## src/rtl/alu_sequencer.sv

```systemverilog
// Purpose : issue-side controller for alu_core; runs one ALU op, applies 8051 PSW rules, returns ACC/B/PSW.
// Latency : wb_valid high in the cycle after the 3rd edge past accept (5th for SUBB with borrow in).
// Backpr. : req_ready only in IDLE; one op in flight, req_valid ignored while busy.
//
// Ports:
//   clock, reset                  rising-edge clock, synchronous active-high reset
//   req_valid/req_ready           request handshake; req_op/req_src1/req_src2/psw_in latched on accept
//   alu_opcode, op_in_1/2,        registered drive into alu_core
//   carry_in, aux_carry_in
//   alu_res1/2, alu_cy/ac/ov      registered results coming back from alu_core
//   wb_valid, wb_acc, wb_b,       one-cycle write-back strobe with ACC/B data, B enable and new PSW
//   wb_b_en, psw_out
//   busy                          high whenever the FSM is not in IDLE

module alu_sequencer (
    input  logic       clock,
    input  logic       reset,
    input  logic       req_valid,
    output logic       req_ready,
    input  logic [3:0] req_op,
    input  logic [7:0] req_src1,
    input  logic [7:0] req_src2,
    input  logic [7:0] psw_in,
    output logic [3:0] alu_opcode,
    output logic [7:0] op_in_1,
    output logic [7:0] op_in_2,
    output logic       carry_in,
    output logic       aux_carry_in,
    input  logic [7:0] alu_res1,
    input  logic [7:0] alu_res2,
    input  logic       alu_cy,
    input  logic       alu_ac,
    input  logic       alu_ov,
    output logic       wb_valid,
    output logic [7:0] wb_acc,
    output logic [7:0] wb_b,
    output logic       wb_b_en,
    output logic [7:0] psw_out,
    output logic       busy
);

    // Opcode values mirror the ALU_* macros of 8051_define.v; keep in sync with the core.
    localparam logic [3:0] ALU_ADD  = 4'h0;
    localparam logic [3:0] ALU_ADDC = 4'h1;
    localparam logic [3:0] ALU_SUBB = 4'h2;
    localparam logic [3:0] ALU_DEC  = 4'h4;
    localparam logic [3:0] ALU_MUL  = 4'h5;
    localparam logic [3:0] ALU_DIV  = 4'h6;
    localparam logic [3:0] ALU_DA   = 4'h7;
    localparam logic [3:0] ALU_RLC  = 4'hD;
    localparam logic [3:0] ALU_RRC  = 4'hE;
    localparam logic [3:0] ALU_SWAP = 4'hF;

    typedef enum logic [2:0] {
        S_IDLE,
        S_ISSUE,
        S_WAIT,
        S_ISSUE2,
        S_WAIT2,
        S_WB
    } state_t;

    state_t     state;

    // Request latched on accept.
    logic [3:0] op_q;
    logic [7:0] src1_q;
    logic [7:0] src2_q;
    logic [7:0] psw_q;

    // Captured core results. For two-pass SUBB, cy_q/ac_q already hold the final flags
    // after pass 1 and res1_q is overwritten by the decremented value.
    logic [7:0] res1_q;
    logic [7:0] res2_q;
    logic       cy_q;
    logic       ac_q;

    // Write-back values computed from the captured state, registered in WB.
    logic [7:0] nxt_acc;
    logic [7:0] nxt_b;
    logic       nxt_b_en;
    logic       nxt_cy;
    logic       nxt_ac;
    logic       nxt_ov;

    // Core OV is never used (OV is recomputed here) and the incoming P bit is always regenerated.
    logic       ignored_unused;
    assign ignored_unused = alu_ov ^ psw_q[0];

    always_comb begin
        nxt_acc  = res1_q;
        nxt_b    = res2_q;
        nxt_b_en = 1'b0;
        nxt_cy   = psw_q[7];
        nxt_ac   = psw_q[6];
        nxt_ov   = psw_q[2];
        case (op_q)
            ALU_ADD, ALU_ADDC: begin
                nxt_cy = cy_q;
                nxt_ac = ac_q;
                nxt_ov = (src1_q[7] ~^ src2_q[7]) & (src1_q[7] ^ res1_q[7]);
            end
            ALU_SUBB: begin
                nxt_cy = cy_q;
                nxt_ac = ac_q;
                nxt_ov = (src1_q[7] ^ src2_q[7]) & (src1_q[7] ^ res1_q[7]);
            end
            ALU_MUL: begin
                nxt_b_en = 1'b1;
                nxt_cy   = 1'b0;
                nxt_ov   = (res2_q != 8'h00);
            end
            ALU_DIV: begin
                nxt_b_en = 1'b1;
                nxt_cy   = 1'b0;
                if (src2_q == 8'h00) begin
                    // Divide by zero: operands are returned untouched, core output discarded.
                    nxt_acc = src1_q;
                    nxt_b   = src2_q;
                    nxt_ov  = 1'b1;
                end else begin
                    nxt_ov  = 1'b0;
                end
            end
            ALU_RLC, ALU_RRC: begin
                nxt_cy = cy_q;
            end
            ALU_DA: begin
                nxt_cy = psw_q[7] | (src1_q[7:4] > 4'd9)
                       | ((src1_q[7:4] == 4'd9) & (src1_q[3:0] > 4'd9));
            end
            default: begin
            end
        endcase
    end

    always_ff @(posedge clock) begin
        if (reset) begin
            state        <= S_IDLE;
            req_ready    <= 1'b1;
            busy         <= 1'b0;
            op_q         <= ALU_SWAP;
            src1_q       <= 8'h00;
            src2_q       <= 8'h00;
            psw_q        <= 8'h00;
            res1_q       <= 8'h00;
            res2_q       <= 8'h00;
            cy_q         <= 1'b0;
            ac_q         <= 1'b0;
            alu_opcode   <= ALU_SWAP;
            op_in_1      <= 8'h00;
            op_in_2      <= 8'h00;
            carry_in     <= 1'b0;
            aux_carry_in <= 1'b0;
            wb_valid     <= 1'b0;
            wb_acc       <= 8'h00;
            wb_b         <= 8'h00;
            wb_b_en      <= 1'b0;
            psw_out      <= 8'h00;
        end else begin
            wb_valid <= 1'b0;
            case (state)
                S_IDLE: begin
                    if (req_valid && req_ready) begin
                        op_q         <= req_op;
                        src1_q       <= req_src1;
                        src2_q       <= req_src2;
                        psw_q        <= psw_in;
                        alu_opcode   <= req_op;
                        op_in_1      <= req_src1;
                        op_in_2      <= req_src2;
                        carry_in     <= psw_in[7];
                        aux_carry_in <= psw_in[6];
                        req_ready    <= 1'b0;
                        busy         <= 1'b1;
                        state        <= S_ISSUE;
                    end
                end
                S_ISSUE: begin
                    state <= S_WAIT;
                end
                S_WAIT: begin
                    res1_q <= alu_res1;
                    res2_q <= alu_res2;
                    if ((op_q == ALU_SUBB) && psw_q[7]) begin
                        // Borrow in: decrement the pass-1 difference. A zero difference
                        // (or zero low nibble) borrows again.
                        cy_q       <= alu_cy | (alu_res1 == 8'h00);
                        ac_q       <= alu_ac | (alu_res1[3:0] == 4'h0);
                        alu_opcode <= ALU_DEC;
                        op_in_1    <= alu_res1;
                        op_in_2    <= 8'h00;
                        state      <= S_ISSUE2;
                    end else begin
                        cy_q       <= alu_cy;
                        ac_q       <= alu_ac;
                        alu_opcode <= ALU_SWAP;
                        op_in_1    <= 8'h00;
                        op_in_2    <= 8'h00;
                        state      <= S_WB;
                    end
                end
                S_ISSUE2: begin
                    state <= S_WAIT2;
                end
                S_WAIT2: begin
                    res1_q     <= alu_res1;
                    alu_opcode <= ALU_SWAP;
                    op_in_1    <= 8'h00;
                    op_in_2    <= 8'h00;
                    state      <= S_WB;
                end
                S_WB: begin
                    wb_valid  <= 1'b1;
                    wb_acc    <= nxt_acc;
                    wb_b      <= nxt_b;
                    wb_b_en   <= nxt_b_en;
                    psw_out   <= {nxt_cy, nxt_ac, psw_q[5:3], nxt_ov, psw_q[1], ^nxt_acc};
                    req_ready <= 1'b1;
                    busy      <= 1'b0;
                    state     <= S_IDLE;
                end
                default: begin
                    state <= S_IDLE;
                end
            endcase
        end
    end

endmodule
```

## config.mk

```make
export PLATFORM = sky130hd
export DESIGN_NAME = alu_sequencer
export DESIGN_NICKNAME = d
export VERILOG_FILES = /design/src/rtl/alu_sequencer.sv
export SDC_FILE = /design/constraint.sdc
export NUM_CORES = 1
export LEC_CHECK = 0
export BUFFER_PORTS_ARGS = -buffer_cell sky130_fd_sc_hd__buf_2
export CAP_MARGIN = 20
export CORE_MARGIN = 5
export CORE_UTILIZATION = 40
export CTS_CLUSTER_SIZE = 12
export DETAILED_ROUTE_END_ITERATION = 8
export GPL_TIMING_DRIVEN = 0
export PLACE_DENSITY = 0.7
export RECOVER_POWER = 25
export SYNTH_ARGS = -nofsm -noshare
export SYNTH_HDL_FRONTEND = slang
export SYNTH_SLANG_ARGS = --single-unit
```

## constraint.sdc

```tcl
create_clock -name clock -period 4.95 [get_ports clock]
set_clock_uncertainty 0.2 [all_clocks]
set_input_delay 0.99 -clock clock [delete_from_list [all_inputs] [get_ports clock]]
set_output_delay 0.99 -clock clock [all_outputs]
set_load 0.005 [all_outputs]
```

==> results of run 1 <==
## state kept, by name, indices dropped and copies added (netlist names), 3 cells and up
| signal | flops |
|---|---|
| wb_acc | 8 |
| op_q | 4 |
| alu_opcode | 4 |
| psw_out | 8 |
| psw_q | 6 |
| state | 3 |
| op_in_1 | 8 |
| res1_q | 8 |
| src1_q | 8 |
| src2_q | 8 |
| wb_b | 8 |
| op_in_2 | 8 |
| res2_q | 8 |
## per-stage QoR
stage               setup slack (ps)  hold slack (ps)  util (%)  area (µm²)
floorplan                       2670              236         -        3830
global placement                2430              237      48.2        4470
detailed placement              2380              248      48.2        4470
CTS                             2720              261      50.1        4650
finish                          2540              257      49.8        4630
global route                    2360              281      49.8        4630
## kinds of logic after synthesis
kind of cell | count (synthesis) | share of synthesized area (%)
XOR/XNOR | 14 | 3.20
AND/OR/NAND/NOR | 180 | 21.0
AO/OA/AOI/OAI | 108 | 18.2
buffers and inverters | 31 | 4.51
flip-flops | 96 | 50.2
multiplexers | 11 | 2.91
## power groups by stage
stage	registers, W	clock network, W	logic, W
after floorplan	0.000874	0	0.000202
after global placement	0.000877	0	0.000294
after detailed placement	0.000880	0	0.000298
after CTS	0.000862	0.000491	0.000299
after global routing	0.000869	0.000527	0.000325
final	0.000862	0.000483	0.000290
## metal layers
metal | GRT usage [%] | wire length, µm | up-vias
li1 | - | - | 1741
met1 | 22.1 | 4520 | 1562
met2 | 27.6 | 4550 | 101
met3 | 4.44 | 652 | 12
met4 | 5.14 | 121 | 0
met5 | 0 | 0 | -
## final cells by class
class                   count  area (µm²)
fillers                   931        4660
flip-flops and latches     96        1920
multi-input cells         313        1730
repair buffers             96         479
well taps                 129         161
plain buffers              30         146
clock buffers               9         124
clock inverters             7        60.1
inverters                   1        3.75
## final timing paths
kind / from / endpoint / slack [ps] / cells past startpoint
max: req_valid / src1_q[4]$_SDFFE_PP0P_ / 2540 / 7
min: psw_q[1]$_SDFFE_PP0P_ / psw_q[1]$_SDFFE_PP0P_ / 260 / 2
max reg2reg: op_q[1]$_SDFFE_PP1P_ / op_in_1[7]$_SDFFE_PP0P_ / 2610 / 6
min reg2reg: psw_q[1]$_SDFFE_PP0P_ / psw_q[1]$_SDFFE_PP0P_ / 260 / 2
## worst register-to-register path: stages (launching register included)
cell,delay (ps)
dfxtp_1,320
clkbuf_1,300
nor2b_1,450
nand3_1,210
nor2_1,450
a221oi_1,160
nor3_1,180
## cell usage after synthesis, types with 9 or more instances
library cell	instances	area [µm²]
xnor2_1	13	114
buf_2	9	45.0
a21oi_1	52	260
clkbuf_1	12	45.0
nand2_1	110	413
a221oi_1	9	78.8
nor3_1	13	65.1
nor2_1	21	78.8
mux2i_1	10	100
o21ai_0	10	50.1
dfxtp_1	96	1920
a22o_1	13	114
==> results.toml, run 1 <==
[status]
status = "finished, final reports clean"

[route]
drcViolationCount = 0
ant_nets = 0
drtIter0Drc = 186
wl_per_cell_um = 14.5
viasPerCell = 5.02
finalWirelength_um = 9850
vias = 3416
drt_pass1_iterations = 4

[synthesis]
synth_edf_count = 0
yosysWarnings = 0
synth_async_sr_flop_share_pct = 0
synthFlopType = "dfxtp_1"
seq_area_frac_synth_pct = 50.2
yosysUniqueCellTypes = 48
synth_area_um2 = 3830
synth.ff_latch_count = 96
netlist_instances = 440
synth_area_per_cell_um2 = 8.70
synth_fp_nets = 490

[critical_path]
crit_fanout = 10
slowest_stage = "clkbuf_1"
start_kind = "input port"
end_kind = "flop"
critPathArrivalTime_ps = 2510
critical_path_class = "in -> reg"
slowest_delay_ps = 450
crit_required_ps = 5050
cp_cell_sequence = "buf_2, nand2_1, or3_1, clkbuf_1, clkbuf_1, nand2_1, a21oi_1"
cp.buffers_inverters = 3
crit_family = "buffers and inverters"

[final_layout]
final_cell_mix = "nand2_1 (110), buf_2 (101), dfxtp_1 (96)"
mostFrequentLayoutCell = "nand2_1"
layout-drive-gt1-share_pct = 23.0
finalNonFillerCells = 681
area_growth_pct = 20.8
diodes = 0
final_nets = 597

[cts]
htree_levels = 3
clk_path_buf_depth = 2
clk_pin_slew_ps = 100
postCtsSetupBuffers = 0
cts_sinks = 96
insertion_delay_ps = 370
cts_root_buf = "clkbuf_8"
cts_hold_buf = 0
cts_buffers = 9
cts_resized = 0
cts_tree = "built"

[pwr]
pwr-share-seq_pct = 52.7
clkPwrFrac_pct = 29.5
power_switching_w = 0.000495
powerDensity_nw_per_um2 = 353
combPwrFrac_pct = 17.8
vdd_ir_drop_max_uv = 198
power_leakage_nw = 1.92
internal_power_w = 0.00114
finalPower_w = 0.00163
switching_share_pct = 30.3

[placement]
finalWeightedCongestion = 0.847
dpl.cell_count = 665
hpwlAfterDp_um = 7800
port_buffers = 96

[timing]
hold_viol_final = 0
max_freq_mhz = 415
slew_headroom_pct = 53.8
maxSlewViolCount = 0
setup_viol = 0
fin_setup_tns_ps = 0
grt_setup_unrepaired = "false"
fin_crit_sh_pct = 48.7
worst-slew-pin-transition_ps = 690
post-route-min-period_ps = 2410

[die]
ios = 100
start_util_pct = 41.2
die_w_um = 108
core_um2 = 9280
dieArea_um2 = 11600
die_h_um = 108
rows = 35

[global_routing]
grt-ovfl-total = 0
grt_pass1_vias = 3244
grt_usage_pct = 17.0
antenna_found_initial = 0
grt_max_degree = 19
grt_pass1_wl_um = 15600

[min_path]
hp-class = "reg -> reg"

[flow_run]
drv_cap = 0
(Power assumes the default switching activity.)
==> run 2, diff against run 1 <==
Settings changed: PLACE_DENSITY 0.7 to 0.73.
Clock period 4.95 ns to 1.95 ns, I/O delays scaled along.
==> results.toml, run 2 (synthesis gave the netlist of run 1 again) <==
[final_layout]
area_growth_pct = 22.7
mostFrequentLayoutCell = "nand2_1"
final_nets = 598
final_cell_mix = "nand2_1 (110), dfxtp_1 (95), buf_2 (81)"
fillCellCount = 943
diodes = 0
layout-drive-gt1-share_pct = 23.0

[pwr]
combPwrFrac_pct = 18.5
internal_power_w = 0.00293
switching_share_pct = 30.4
power_leakage_nw = 1.90
pwr-share-seq_pct = 52.2
clkPwrFrac_pct = 29.3
finalPower_w = 0.00421
powerDensity_nw_per_um2 = 896
power_switching_w = 0.00128
vdd_ir_drop_max_uv = 380

[critical_path]
r2r_setup_slack_ps = 90
end_kind = "flop"
reg2reg_to = "psw_out[0]$_SDFFE_PP0P_"
timing.rr.start = "op_q[1]$_SDFFE_PP1P_"
start_kind = "flop"
crit_required_ps = 2020
r2r_cells = 6
critical_path_class = "reg -> reg"
crit_fanout = 10
critPathArrivalTime_ps = 1930

[route]
drcViolationCount = 0
vias = 3498
wl_per_cell_um = 14.8
drtIter0Drc = 212
drt_pass1_iterations = 5
finalWirelength_um = 10100
ant_nets = 0
viasPerCell = 5.13

[timing]
maxSlewViolCount = 0
setup_slack_ps = 92.1
post-route-min-period_ps = 1860
fin_crit_sh_pct = 95.3
worst-slew-pin-transition_ps = 704
hold_viol_final = 0
setup_viol = 0
max_freq_mhz = 538
slew_headroom_pct = 52.9

[placement]
hpwlAfterDp_um = 7710
dpl_worst_slack_ps = -10.1
port_buffers = 96
finalWeightedCongestion = 0.892

[global_routing]
grt-ovfl-total = 0
grt_pass1_vias = 3266
grt_pass1_wl_um = 16000
antenna_found_initial = 0
grt_usage_pct = 17.4
grt_max_degree = 19

[die]
ios = 100
core_um2 = 9280
die_h_um = 108
dieArea_um2 = 11600
start_util_pct = 41.2
rows = 35
die_w_um = 108

[cts]
cts_sinks = 96
insertion_delay_ps = 370
clk_path_buf_depth = 2
cts_tree = "built"
htree_levels = 3
cts_root_buf = "clkbuf_8"
clk_pin_slew_ps = 100
cts_buffers = 9

[min_path]
hold_depth = 3
hold_path_end = "psw_q[6]$_SDFFE_PP0P_"
min_from = "psw_in[6]"
hp-class = "in -> reg"

[flow_run]
drv_cap = 0

[status]
status = "finished, final reports clean"
-- run 2: power groups by stage --
| stage | logic (W) | registers, W | clock network [W] |
|---|---|---|---|
| after detailed placement | 0.000763 | 0.00223 | 0 |
| after global placement | 0.000747 | 0.00223 | 0 |
| after CTS | 0.000767 | 0.00219 | 0.00125 |
| final | 0.000778 | 0.00220 | 0.00123 |
| after global routing | 0.000865 | 0.00222 | 0.00134 |
| after floorplan | 0.000512 | 0.00222 | 0 |
-- run 2: layout make-up --
type | count | area, µm² | share of cell area (%)
buffer | 29 | 179 | 3.81
multi-input combinational | 313 | 1780 | 37.8
clock inverter | 7 | 61.3 | 1.31
timing repair buffer | 98 | 469 | 9.99
clock buffer | 9 | 124 | 2.64
inverter | 1 | 3.75 | 0.0799
tap | 129 | 161 | 3.44
sequential | 96 | 1920 | 40.9
-- run 2: worst max-delay path by stage --
| stage | startpoint | to | slack, ps | cells after the start |
|---|---|---|---|---|
| 5_1_grt | op_q[1]$_SDFFE_PP1P_ | psw_out[0]$_SDFFE_PP0P_ | -20 | 6 |
| 3_3_place_gp | reset | res1_q[7]$_SDFFE_PP0P_ | 20 | 4 |
| 2_1_floorplan | state[2]$_SDFFE_PP0P_ | carry_in$_SDFFE_PP0P_ | 210 | 7 |
| 3_5_place_dp | reset | res1_q[7]$_SDFFE_PP0P_ | -10 | 4 |
| 4_1_cts | op_q[1]$_SDFFE_PP1P_ | psw_out[0]$_SDFFE_PP0P_ | 30 | 6 |
| 6_report | op_q[1]$_SDFFE_PP1P_ | psw_out[0]$_SDFFE_PP0P_ | 90 | 6 |
-- run 2: routing by layer --
layer / track usage [%] / share of wire (%) / wire [µm]
met5: 0 / 0 / 0
met4: 8.57 / 2.7 / 272
met3: 4.26 / 6.7 / 673
met2: 27.8 / 47 / 4710
met1: 21.9 / 44 / 4450
-- run 2: metrics by stage --
stage          instance area, µm²  hold slack, ps  TNS, ps  utilization, %  std cells
2_1_floorplan                3830             236        0               -        440
3_3_place_gp                 4470             238        0            48.2        665
3_5_place_dp                 4470             242    -42.0            48.2        665
4_1_cts                      4660            41.3        0            50.1        681
5_1_grt                      4700            43.8    -19.2            50.6        682
6_report                     4700            51.9        0            50.6        682
-- run 2: what timing repair did --
item | in CTS | in global routing
resized for setup | 0 | 17
endpoints found under the hold margin | 0 | 0
hold buffers | 0 | 0
endpoints found under the setup margin | 0 | 39
buffers inserted | 0 | 2
-- run 2: critical path, stage by stage (launching register included) --
cell      delay, ps
dfxtp_1         310
buf_2           190
nor2b_4         240
nand4_1         150
and2_1          200
clkbuf_4        170
a221o_1         300
==> run 3, diff against run 2 <==
Settings changed: CAP_MARGIN 20 to unset, CELL_PAD_IN_SITES_DETAIL_PLACEMENT set to 0, CELL_PAD_IN_SITES_GLOBAL_PLACEMENT set to 1, CORE_UTILIZATION 40 to 35, PLACE_DENSITY 0.73 to 0.83.
==> results.toml, run 3 (synthesis gave the netlist of run 1 again) <==
[critical_path]
cp_cell_sequence = "or2_1, buf_6, or3_1, buf_6, buf_6, nand2_1, a21oi_1"
cpMostUsedCell = "buf_6"
crit_fanout = 10
crit_family = "simple AND/OR/NAND/NOR gates"
critical_path_class = "reg -> reg"
slowest_delay_ps = 390
end_kind = "flop"
slowest_stage = "dfxtp_1"
cp.buffers_inverters = 3
critPathArrivalTime_ps = 1910
crit_required_ps = 1970
start_kind = "flop"

[final_layout]
mostFrequentLayoutCell = "nand2_1"
final_nets = 597
fillCellCount = 1082
regArea_um2 = 1920
final_cell_mix = "nand2_1 (110), dfxtp_1 (96), buf_2 (87)"
multi_input_area_um2 = 1760
area_growth_pct = 21.7
layout-drive-gt1-share_pct = 22.7
fin_util_pct = 43.2
diodes = 0

[flow_run]
drv_cap = 0

[global_routing]
grt_pass1_vias = 3311
grt-ovfl-total = 0
antenna_found_initial = 0
grt_usage_pct = 16.0
grt_max_degree = 14
grt_pass1_wl_um = 16500

[timing]
setup_viol = 0
hold_viol_final = 0
fin_crit_sh_pct = 96.8
maxSlewViolCount = 0
worst-slew-pin-transition_ps = 739
slew_headroom_pct = 50.6
grt_setup_unrepaired = "true"
max_freq_mhz = 530
post-route-min-period_ps = 1890

[die]
die_w_um = 115
rows = 38
core_um2 = 10800
dieArea_um2 = 13100
ios = 100
start_util_pct = 35.5
die_h_um = 115

[route]
ant_nets = 0
vias = 3405
drtIter0Drc = 163
drt_pass1_iterations = 4
wl_per_cell_um = 15.0
finalWirelength_um = 10300
viasPerCell = 4.93
drcViolationCount = 0

[pwr]
power_leakage_nw = 1.90
vdd_ir_drop_max_uv = 329
powerDensity_nw_per_um2 = 875
finalPower_w = 0.00408

[cts]
cts_tree = "built"
clk_path_buf_depth = 2
cts_root_buf = "clkbuf_8"
cts_buffers = 9
htree_levels = 3
cts_sinks = 96
insertion_delay_ps = 360
clk_pin_slew_ps = 90

[placement]
hpwlAfterDp_um = 8080
finalWeightedCongestion = 0.794
port_buffers = 96

[status]
status = "finished, final reports clean"

[min_path]
hp-class = "in -> reg"
-- run 3: per-stage QoR --
stage,setup TNS [ps],instances,worst slack [ps],instance area (µm²),hold WS [ps]
2_1_floorplan,0,440,211,3830,236
3_3_place_gp,0,676,2.90,4480,238
3_5_place_dp,-359,676,-43.7,4480,242
4_1_cts,0,690,15.3,4640,40.2
5_1_grt,-11.7,690,-6.25,4660,51.2
6_report,0,690,61.8,4660,61.5
-- run 3: worst register-to-register path, cell delays in order, from the launching register on --
cell and delay [ps]:
dfxtp_1 390, or2_1 250, buf_6 140, or3_1 350, buf_6 150, buf_6 140, nand2_1 80, a21oi_1 60
-- run 3: final cells by class --
class	instances	share of cell area [%]
buffer	29	3.73
clock buffer	13	3.19
clock inverter	1	0.107
inverter	1	0.134
multi-input combinational	313	37.8
sequential	96	41.2
tap	140	3.76
timing repair buffer	97	10.0
-- run 3: power by group --
part | leakage [nW] | internal (W) | switching, W
registers | 0.782 | 0.00209 | 0.000103
clock network | 0.0794 | 0.000485 | 0.000630
logic | 1.04 | 0.000337 | 0.000429
-- run 3: repair_timing --
action | 4_1_cts | 5_1_grt
setup buffers | 0 | 1
hold buffers | 0 | 0
resized for setup | 0 | 15
setup endpoints to repair | 0 | 45
-- run 3: routing by layer --
metal,up-vias,wire [µm],GRT usage [%]
li1,1741,-,-
met4,0,187,6.57
met3,17,634,4.23
met1,1556,4840,20.8
met5,-,0,0
met2,91,4670,25.3
-- run 3: final timing paths --
path         slack [ps]                       to  depth (start not counted)               startpoint
max                  60   src1_q[4]$_SDFFE_PP0P_                          7    state[2]$_SDFFE_PP0P_
min                  60    carry_in$_SDFFE_PP0P_                          3                psw_in[7]
max reg2reg          60   src1_q[4]$_SDFFE_PP0P_                          7    state[2]$_SDFFE_PP0P_
min reg2reg         260  op_in_2[1]$_SDFFE_PP0P_                          2  op_in_2[1]$_SDFFE_PP0P_
